### config.mk
export PLATFORM = sky130hd
export DESIGN_NAME = pwm_stage
export DESIGN_NICKNAME = d
export VERILOG_FILES = /design/src/rtl/pwm_stage.sv
export SDC_FILE = /design/constraint.sdc
export NUM_CORES = 1
export LEC_CHECK = 0
export BUFFER_PORTS_ARGS = -buffer_cell sky130_fd_sc_hd__buf_2
export CORE_ASPECT_RATIO = 1.25
export CORE_MARGIN = 2
export CORE_UTILIZATION = 50
export CTS_BUF_LIST = sky130_fd_sc_hd__clkbuf_16
export CTS_CLUSTER_DIAMETER = 150
export DETAILED_ROUTE_END_ITERATION = 16
export PLACE_DENSITY = 0.72
export SLEW_MARGIN = 20
export SYNTH_ARGS = -nofsm -noshare
export SYNTH_HDL_FRONTEND = slang
export SYNTH_SLANG_ARGS = --single-unit
### constraint.sdc
create_clock -name clk -period 2.8 [get_ports clk]
set_input_delay 0.7 -clock clk [delete_from_list [all_inputs] [get_ports clk]]
set_output_delay 0.7 -clock clk [all_outputs]
set_load 0.02 [all_outputs]
### src/rtl/pwm_stage.sv
// PWM compare stage: detects wraps of an upstream 8-bit counter, double-buffers the
// duty value so it only changes on a period boundary, and flags illegal count steps.
module pwm_stage #(
  parameter bit INC_DEC = 1'b1,
  parameter bit POL     = 1'b0
) (
  input  logic        clk,
  input  logic        rst_n,
  input  logic [7:0]  cnt,
  input  logic [7:0]  cmp_data,
  input  logic        cmp_valid,
  output logic        cmp_ready,
  output logic        pwm,
  output logic        period_pulse,
  output logic [15:0] period_cnt,
  output logic        step_err
);

  localparam int unsigned CW = 8;
  localparam int unsigned PW = 16;

  localparam logic [CW-1:0] WRAP_FROM = INC_DEC ? CW'(8'hFF) : CW'(8'h00);
  localparam logic [CW-1:0] WRAP_TO   = INC_DEC ? CW'(8'h00) : CW'(8'hFF);
  localparam logic [PW-1:0] PCNT_MAX  = '1;

  // registered state
  logic [CW-1:0] prev_cnt;
  logic          prev_vld;
  logic [CW-1:0] pend_val;
  logic          pend_flag;
  logic [CW-1:0] active_cmp;

  // next-state values
  logic [CW-1:0] pend_val_nxt;
  logic          pend_flag_nxt;
  logic [CW-1:0] active_cmp_nxt;
  logic          pwm_nxt;
  logic          period_pulse_nxt;
  logic [PW-1:0] period_cnt_nxt;
  logic          step_err_nxt;

  // combinational helpers
  logic          wrap_c;
  logic          xfer_c;
  logic          apply_c;
  logic [CW-1:0] step_exp_c;
  logic [CW-1:0] eff_cmp_c;

  assign cmp_ready = !pend_flag;

  // Wrap / step decode and compare selection; a pending value applied on the wrap
  // cycle already drives the compare for that same cycle.
  always_comb begin
    wrap_c     = prev_vld && (prev_cnt == WRAP_FROM) && (cnt == WRAP_TO);
    step_exp_c = INC_DEC ? (prev_cnt + CW'(1)) : (prev_cnt - CW'(1));
    xfer_c     = cmp_valid && !pend_flag;
    apply_c    = wrap_c && pend_flag;
    eff_cmp_c  = apply_c ? pend_val : active_cmp;
  end

  // Next-state logic; xfer_c and apply_c are exclusive since xfer needs an empty buffer.
  always_comb begin
    pend_val_nxt     = pend_val;
    pend_flag_nxt    = pend_flag;
    active_cmp_nxt   = active_cmp;
    pwm_nxt          = (cnt < eff_cmp_c) ^ POL;
    period_pulse_nxt = wrap_c;
    period_cnt_nxt   = period_cnt;
    step_err_nxt     = step_err;

    if (apply_c) begin
      active_cmp_nxt = pend_val;
      pend_flag_nxt  = 1'b0;
    end

    if (xfer_c) begin
      pend_val_nxt  = cmp_data;
      pend_flag_nxt = 1'b1;
    end

    if (wrap_c && (period_cnt != PCNT_MAX)) begin
      period_cnt_nxt = period_cnt + PW'(1);
    end

    if (prev_vld && !wrap_c && (cnt != step_exp_c)) begin
      step_err_nxt = 1'b1;
    end
  end

  always_ff @(posedge clk or negedge rst_n) begin
    if (!rst_n) begin
      prev_cnt     <= '0;
      prev_vld     <= 1'b0;
      pend_val     <= '0;
      pend_flag    <= 1'b0;
      active_cmp   <= '0;
      pwm          <= POL;
      period_pulse <= 1'b0;
      period_cnt   <= '0;
      step_err     <= 1'b0;
    end else begin
      prev_cnt     <= cnt;
      prev_vld     <= 1'b1;
      pend_val     <= pend_val_nxt;
      pend_flag    <= pend_flag_nxt;
      active_cmp   <= active_cmp_nxt;
      pwm          <= pwm_nxt;
      period_pulse <= period_pulse_nxt;
      period_cnt   <= period_cnt_nxt;
      step_err     <= step_err_nxt;
    end
  end

endmodule

==> impl_metrics.tcl, run 1 <==
set metrics [dict create \
    final.min_clock_period_ns 2.925 \
    synth-edff-count 0 \
    antenna_found_initial 0 \
    yosys.area_share.simple 0.1545 \
    hold_buffers 0 \
    max_stage_delay_ns 0.49 \
    synth_seq_cells 45 \
    violations "negative setup slack" \
    vias 1654 \
    firstDrtPassIters 4 \
    synthCells 186 \
    placed_area_um2 2638 \
    synthesis.area_um2 2202 \
    finalHoldViolCount 0 \
    r2r_slack_ns 0.10 \
    grt_pass1_vias 1586 \
    setup_viol 1 \
    n_fill_cell 361 \
    track_usage 0.1925 \
    drive_gt1_frac 0.4102 \
    totalWireLength_um 4431 \
    dp_cells 303 \
    r2r_cells 10 \
    rsz0062_at_grt "yes" \
    synthDistinctLibCells 40 \
    grt-ovfl-total 0 \
    path_clk_slew_ns 0.06 \
    avgSynthCellArea_um2 11.84 \
    mostFrequentLayoutCell "dfrtp_1" \
    startpoint_type "input port" \
    crit_path_end_kind "register" \
    regArea_um2 1126 \
    synthFlopType "dfrtp_1" \
    cp_slowest_cell "or4b_4" \
    maxCapViolations 0 \
    finalCritPeriodShare 1.045 \
    fmax_mhz 341.9 \
    cts.sink_count 45 \
    slew-limit-headroom 0.5193 \
    grt_start_max_net_pins 30 \
    synth_top_cell_area_share 0.5114 \
    via_per_inst 5.268 \
    fin_ws_ns -0.1246 \
    path_cells "buf_8 -> nor4b_4 -> or4b_4 -> or3_4 -> buf_6 -> mux2i_4 -> ha_4 -> buf_4 -> nand4_1 -> nor3b_2 -> a211oi_2" \
    leakagePower_nw 1.371 \
    cts_max_level 2 \
    clockBufferDepth 2 \
    n_antenna_cell 0 \
    yosys_warnings 0 \
    multi_input_area_um2 1082 \
    fin_nets 283 \
    synth_compound_area_frac 0.05795 \
    layoutNonFillerInstCount 314 \
    place.gp.congestion 0.7695 \
    peakVddDrop_v 0.0003219 \
    numCtsBuffers 5 \
    start_util 0.5093 \
    r2r_start "prev_cnt[7]$_DFF_PN0_" \
    crit_start "cnt[4]" \
    cts_tree "yes" \
    slew_violations 0 \
    post-route-cell-area_um2 2865 \
    placementRows 27 \
    synth.top_cells.by_area "dfrtp_1, xnor2_1, ha_1" \
    avgRoutedWirePerCell_um 14.11 \
    path_max_fanout 2 \
    antenna_left 0 \
    syn_nets 214 \
    hpwl_um 3349 \
    drtIter0Drc 29 \
    synth_top_area_cell "dfrtp_1" \
    yosysSeqAreaShare 0.5114 \
    dieArea_um2 4955 \
    clock_latency_ns 0.28 \
    post-route-util 0.6626 \
    synth_top_family_by_area "simple AND/OR/NAND/NOR gates" \
    synthAdderAreaFrac 0.05568 \
    final_cell_mix "dfrtp_1, buf_2, buf_4" \
    ys_async_sr_fraction 1.000 \
    root_buffer "clkbuf_16" \
    worstSetupPathType "in -> reg" \
    die_w_um 63.36 \
    numPortBuffers 38 \
    power_density_nw_per_um2 473.3 \
    synth_xor_area_frac 0.09545 \
    worstMarginPinSlew_ns 0.7196 \
    clock_skew_ns 0.002315 \
    power_mw 1.356 \
    hold_class "in -> async" \
    synth.area.mux_share 0.09943 \
    status "complete, but fails checks" \
    area_growth_syn_to_layout_pct 30.11 \
    crit_arrival_ns 3.08 \
    crit_required_ns 2.96 \
    core_um2 4324 \
    fp.dieH_um 78.20 \
    holdWs_ns 0.4360 \
    io_pins 39 \
    r2r_end "pwm$_DFF_PN0_" \
    grt_pass1_wl_um 7334 \
    post-route-drc-count 0 \
]
## stage by stage
stage | setup slack, ns | TNS (ns)
after global routing | -0.2201 | -0.2201
after global placement | -0.3842 | -0.3842
after floorplan | -0.1440 | -0.1440
final | -0.1246 | -0.1246
after CTS | -0.1936 | -0.1936
after detailed placement | -0.5191 | -0.5191
## worst max-delay path: cells and delay by family
| kind | cells | cell delay [ns] |
|---|---|---|
| multiplexers | 1 | 0.19 |
| adder cells (fa/ha/maj) | 1 | 0.28 |
| AND/OR/NAND/NOR | 5 | 1.49 |
| buffers and inverters | 3 | 0.34 |
| AO/OA/AOI/OAI | 1 | 0.09 |
## cells by family after synthesis
| kind of cell | after synthesis |
|---|---|
| AOI/OAI and AO/OA | 18 |
| xor gates and xnor gates | 24 |
| adders and majority gates | 10 |
| buffers and inverters | 12 |
| DFF | 45 |
| muxes | 18 |
| other | 1 |
| and+or+nand+nor | 58 |
## power breakdown
group,internal (mW),total [mW],switching [mW]
clock,0.322,0.550,0.227
sequential,0.672,0.689,0.0171
combinational,0.0614,0.117,0.0561
total,1.06,1.36,0.301
## how the worst max path moves through the flow
stage	endpoint	depth (start not counted)
floorplan	pwm$_DFF_PN0_	11
CTS	pwm$_DFF_PN0_	12
finish	pwm$_DFF_PN0_	11
detailed placement	pwm$_DFF_PN0_	11
global route	pwm$_DFF_PN0_	11
global placement	pwm$_DFF_PN0_	11
## repair_timing
action	4_1_cts	5_1_grt
pin swaps	6	4
gates resized for setup	7	7
endpoints found under the setup margin	1	1
setup buffers	3	0
## routing by layer
metal,vias up,global-route usage,share of wire
met1,812,0.2457,0.45
met2,29,0.3242,0.50
met4,0,0.05870,0.014
li1,806,-,-
met5,-,0,0
met3,7,0.04585,0.033
## Yosys cell counts (2+ instances only)
cell type / number
nor2_1: 6
mux2i_2: 7
inv_2: 7
ha_1: 9
nor2b_1: 5
xnor2_1: 21
and4_1: 3
nand4_1: 10
nor3_1: 2
dfrtp_1: 45
mux2_2: 10
a21oi_1: 4
a41oi_1: 2
nand3_1: 9
xor2_1: 3
nand2_1: 10
inv_1: 3
and3_1: 5
o21ai_0: 4
## state kept, by name, indices dropped and copies added (netlist names)
name          flops
period_cnt       16
step_err          1
prev_cnt          8
pwm               1
prev_vld          1
active_cmp        8
pend_val          8
pend_flag         1
period_pulse      1
## layout make-up
cell class / instances / share of cell area
clock buffer: 5 / 0.04367
clock inverter: 3 / 0.004367
inverter: 10 / 0.01310
multi-input combinational: 129 / 0.3777
sequential: 45 / 0.3930
tap: 58 / 0.02533
timing repair buffer: 64 / 0.1428
Power figures use the tool's default switching activity.
==> run 2: changes to the inputs <==
--- a/config.mk
+++ b/config.mk
@@ -12,6 +12,7 @@
 export CTS_BUF_LIST = sky130_fd_sc_hd__clkbuf_16
 export CTS_CLUSTER_DIAMETER = 150
 export DETAILED_ROUTE_END_ITERATION = 16
+export MAX_ROUTING_LAYER = met4
 export PLACE_DENSITY = 0.72
 export SLEW_MARGIN = 20
 export SYNTH_ARGS = -nofsm -noshare
==> run 2 against run 1 <==
Compared with the run above:
- the flow still finishes with violations (negative setup slack)
- non-clock buffer count did not move
- register-to-register slack about the same
- utilization stayed put
- via count barely moved
- sequential power hardly changed
- routed wire length rose by 0.65%
- clock power about the same
- combinational power barely moved
- critical path type unchanged
- flip-flop and latch count is the same
- fmax about the same
==> impl_metrics.tcl, run 2 (synthesis results as in run 1) <==
set metrics [dict create \
    r2r_cells 10 \
    finalCritPeriodShare 1.044 \
    regMostFlops "period_cnt" \
    crit_required_ns 2.96 \
    grt_pass1_vias 1585 \
    hold_buffers 0 \
    fmax_mhz 342.1 \
    startpoint_type "input port" \
    layoutNonFillerInstCount 314 \
    fp.dieH_um 78.20 \
    track_usage 0.1976 \
    place.gp.congestion 0.7798 \
    mostFrequentLayoutCell "dfrtp_1" \
    swShare 0.2216 \
    placementRows 27 \
    largest_reg_flops 16 \
    antenna_found_initial 0 \
    slew-limit-headroom 0.5168 \
    finalSetupTns_ns -0.1227 \
    peakVddDrop_v 0.0003218 \
    antenna_left 0 \
    placed_area_um2 2638 \
    drtIter0Drc 29 \
    pwr-share-comb 0.087 \
    final_cell_mix "dfrtp_1, buf_2, buf_4" \
    p_int_mw 1.056 \
    path_clk_slew_ns 0.06 \
    pwr-share-clk 0.405 \
    core_um2 4324 \
    crit_arrival_ns 3.08 \
    grt-ovfl-total 0 \
    slew_violations 0 \
    numPortBuffers 38 \
    root_buffer "clkbuf_16" \
    grt_pass1_wl_um 7334 \
    avgRoutedWirePerCell_um 14.20 \
    totalWireLength_um 4460 \
    cts_max_level 2 \
    fin_nets 283 \
    power_density_nw_per_um2 473.3 \
    n_antenna_cell 0 \
    status "complete, but fails checks" \
    die_w_um 63.36 \
    cts_tree "yes" \
    dp_cells 303 \
    holdWs_ns 0.4367 \
    vias 1653 \
    path_max_fanout 2 \
    worstSetupPathType "in -> reg" \
    power_frac_seq 0.508 \
    dieArea_um2 4955 \
    clock_skew_ns 0.002434 \
    power_switching_mw 0.3005 \
    violations "negative setup slack" \
    clockBufferDepth 2 \
    post-route-cell-area_um2 2865 \
    numCtsBuffers 5 \
    setup_viol 1 \
    io_pins 39 \
    cts.sink_count 45 \
    grt_start_max_net_pins 30 \
    worstMarginPinSlew_ns 0.7233 \
    rsz0062_at_grt "yes" \
    power_mw 1.356 \
    firstDrtPassIters 4 \
    final.min_clock_period_ns 2.923 \
    post-route-drc-count 0 \
    hpwl_um 3349 \
    area_growth_syn_to_layout_pct 30.11 \
    start_util 0.5093 \
    finalHoldViolCount 0 \
    via_per_inst 5.264 \
    place_ws_ns -0.5191 \
    n_fill_cell 361 \
    hold_class "in -> async" \
    fin_ws_ns -0.1227 \
    leakagePower_nw 1.371 \
    post-route-util 0.6626 \
    clock_latency_ns 0.28 \
    maxCapViolations 0 \
    crit_path_end_kind "register" \
    drive_gt1_frac 0.4102 \
]
[run 2: final timing paths]
path,start,to,slack [ns]
setup / recovery,cnt[4],pwm$_DFF_PN0_,-0.12
hold / removal,rst_n,period_cnt[14]$_DFFE_PN0P_,0.44
setup reg to reg,prev_cnt[7]$_DFF_PN0_,pwm$_DFF_PN0_,0.10
hold reg to reg,active_cmp[0]$_DFF_PN0_,active_cmp[0]$_DFF_PN0_,0.47
max in group asynchronous,rst_n,pwm$_DFF_PN0_,1.78
min in group clk,active_cmp[0]$_DFF_PN0_,active_cmp[0]$_DFF_PN0_,0.47
[run 2: cell type report]
type | instances | area (µm²) | share of cell area
Timing Repair Buffer | 64 | 409.1 | 0.1428
Tap cell | 58 | 72.57 | 0.02533
Inverter | 10 | 37.54 | 0.01310
Clock buffer | 5 | 125.1 | 0.04367
Sequential cell | 45 | 1126 | 0.3930
Clock inverter | 3 | 12.51 | 0.004367
Multi-Input combinational cell | 129 | 1082 | 0.3777
[run 2: worst max-delay path: stages]
cell	delay, ns
buf_8	0.10
nor4b_4	0.29
or4b_4	0.49
or3_4	0.36
buf_6	0.14
mux2i_4	0.19
ha_4	0.28
buf_4	0.10
nand4_1	0.14
nor3b_2	0.21
a211oi_2	0.09
[run 2: repair_timing]
item | in CTS | in global routing
buffers inserted | 3 | 0
cloned | 0 | 0
setup endpoints to repair | 1 | 1
resized for setup | 7 | 7
pin swaps | 6 | 4
[run 2: power by group through the flow]
stage / Sequential, mW / Combinational, mW / Clock (mW)
2_1_floorplan: 0.697 / 0.0520 / 0
3_3_place_gp: 0.700 / 0.108 / 0
3_5_place_dp: 0.701 / 0.111 / 0
4_1_cts: 0.689 / 0.115 / 0.556
5_1_grt: 0.692 / 0.129 / 0.587
6_report: 0.689 / 0.118 / 0.550
[run 2: metal layers]
metal | wire length (µm) | part of all wire | global-route usage
met5 | 0 | 0 | -
met4 | 63 | 0.014 | 0.05870
met3 | 140 | 0.031 | 0.04441
met2 | 2210 | 0.50 | 0.3232
met1 | 2046 | 0.46 | 0.2467
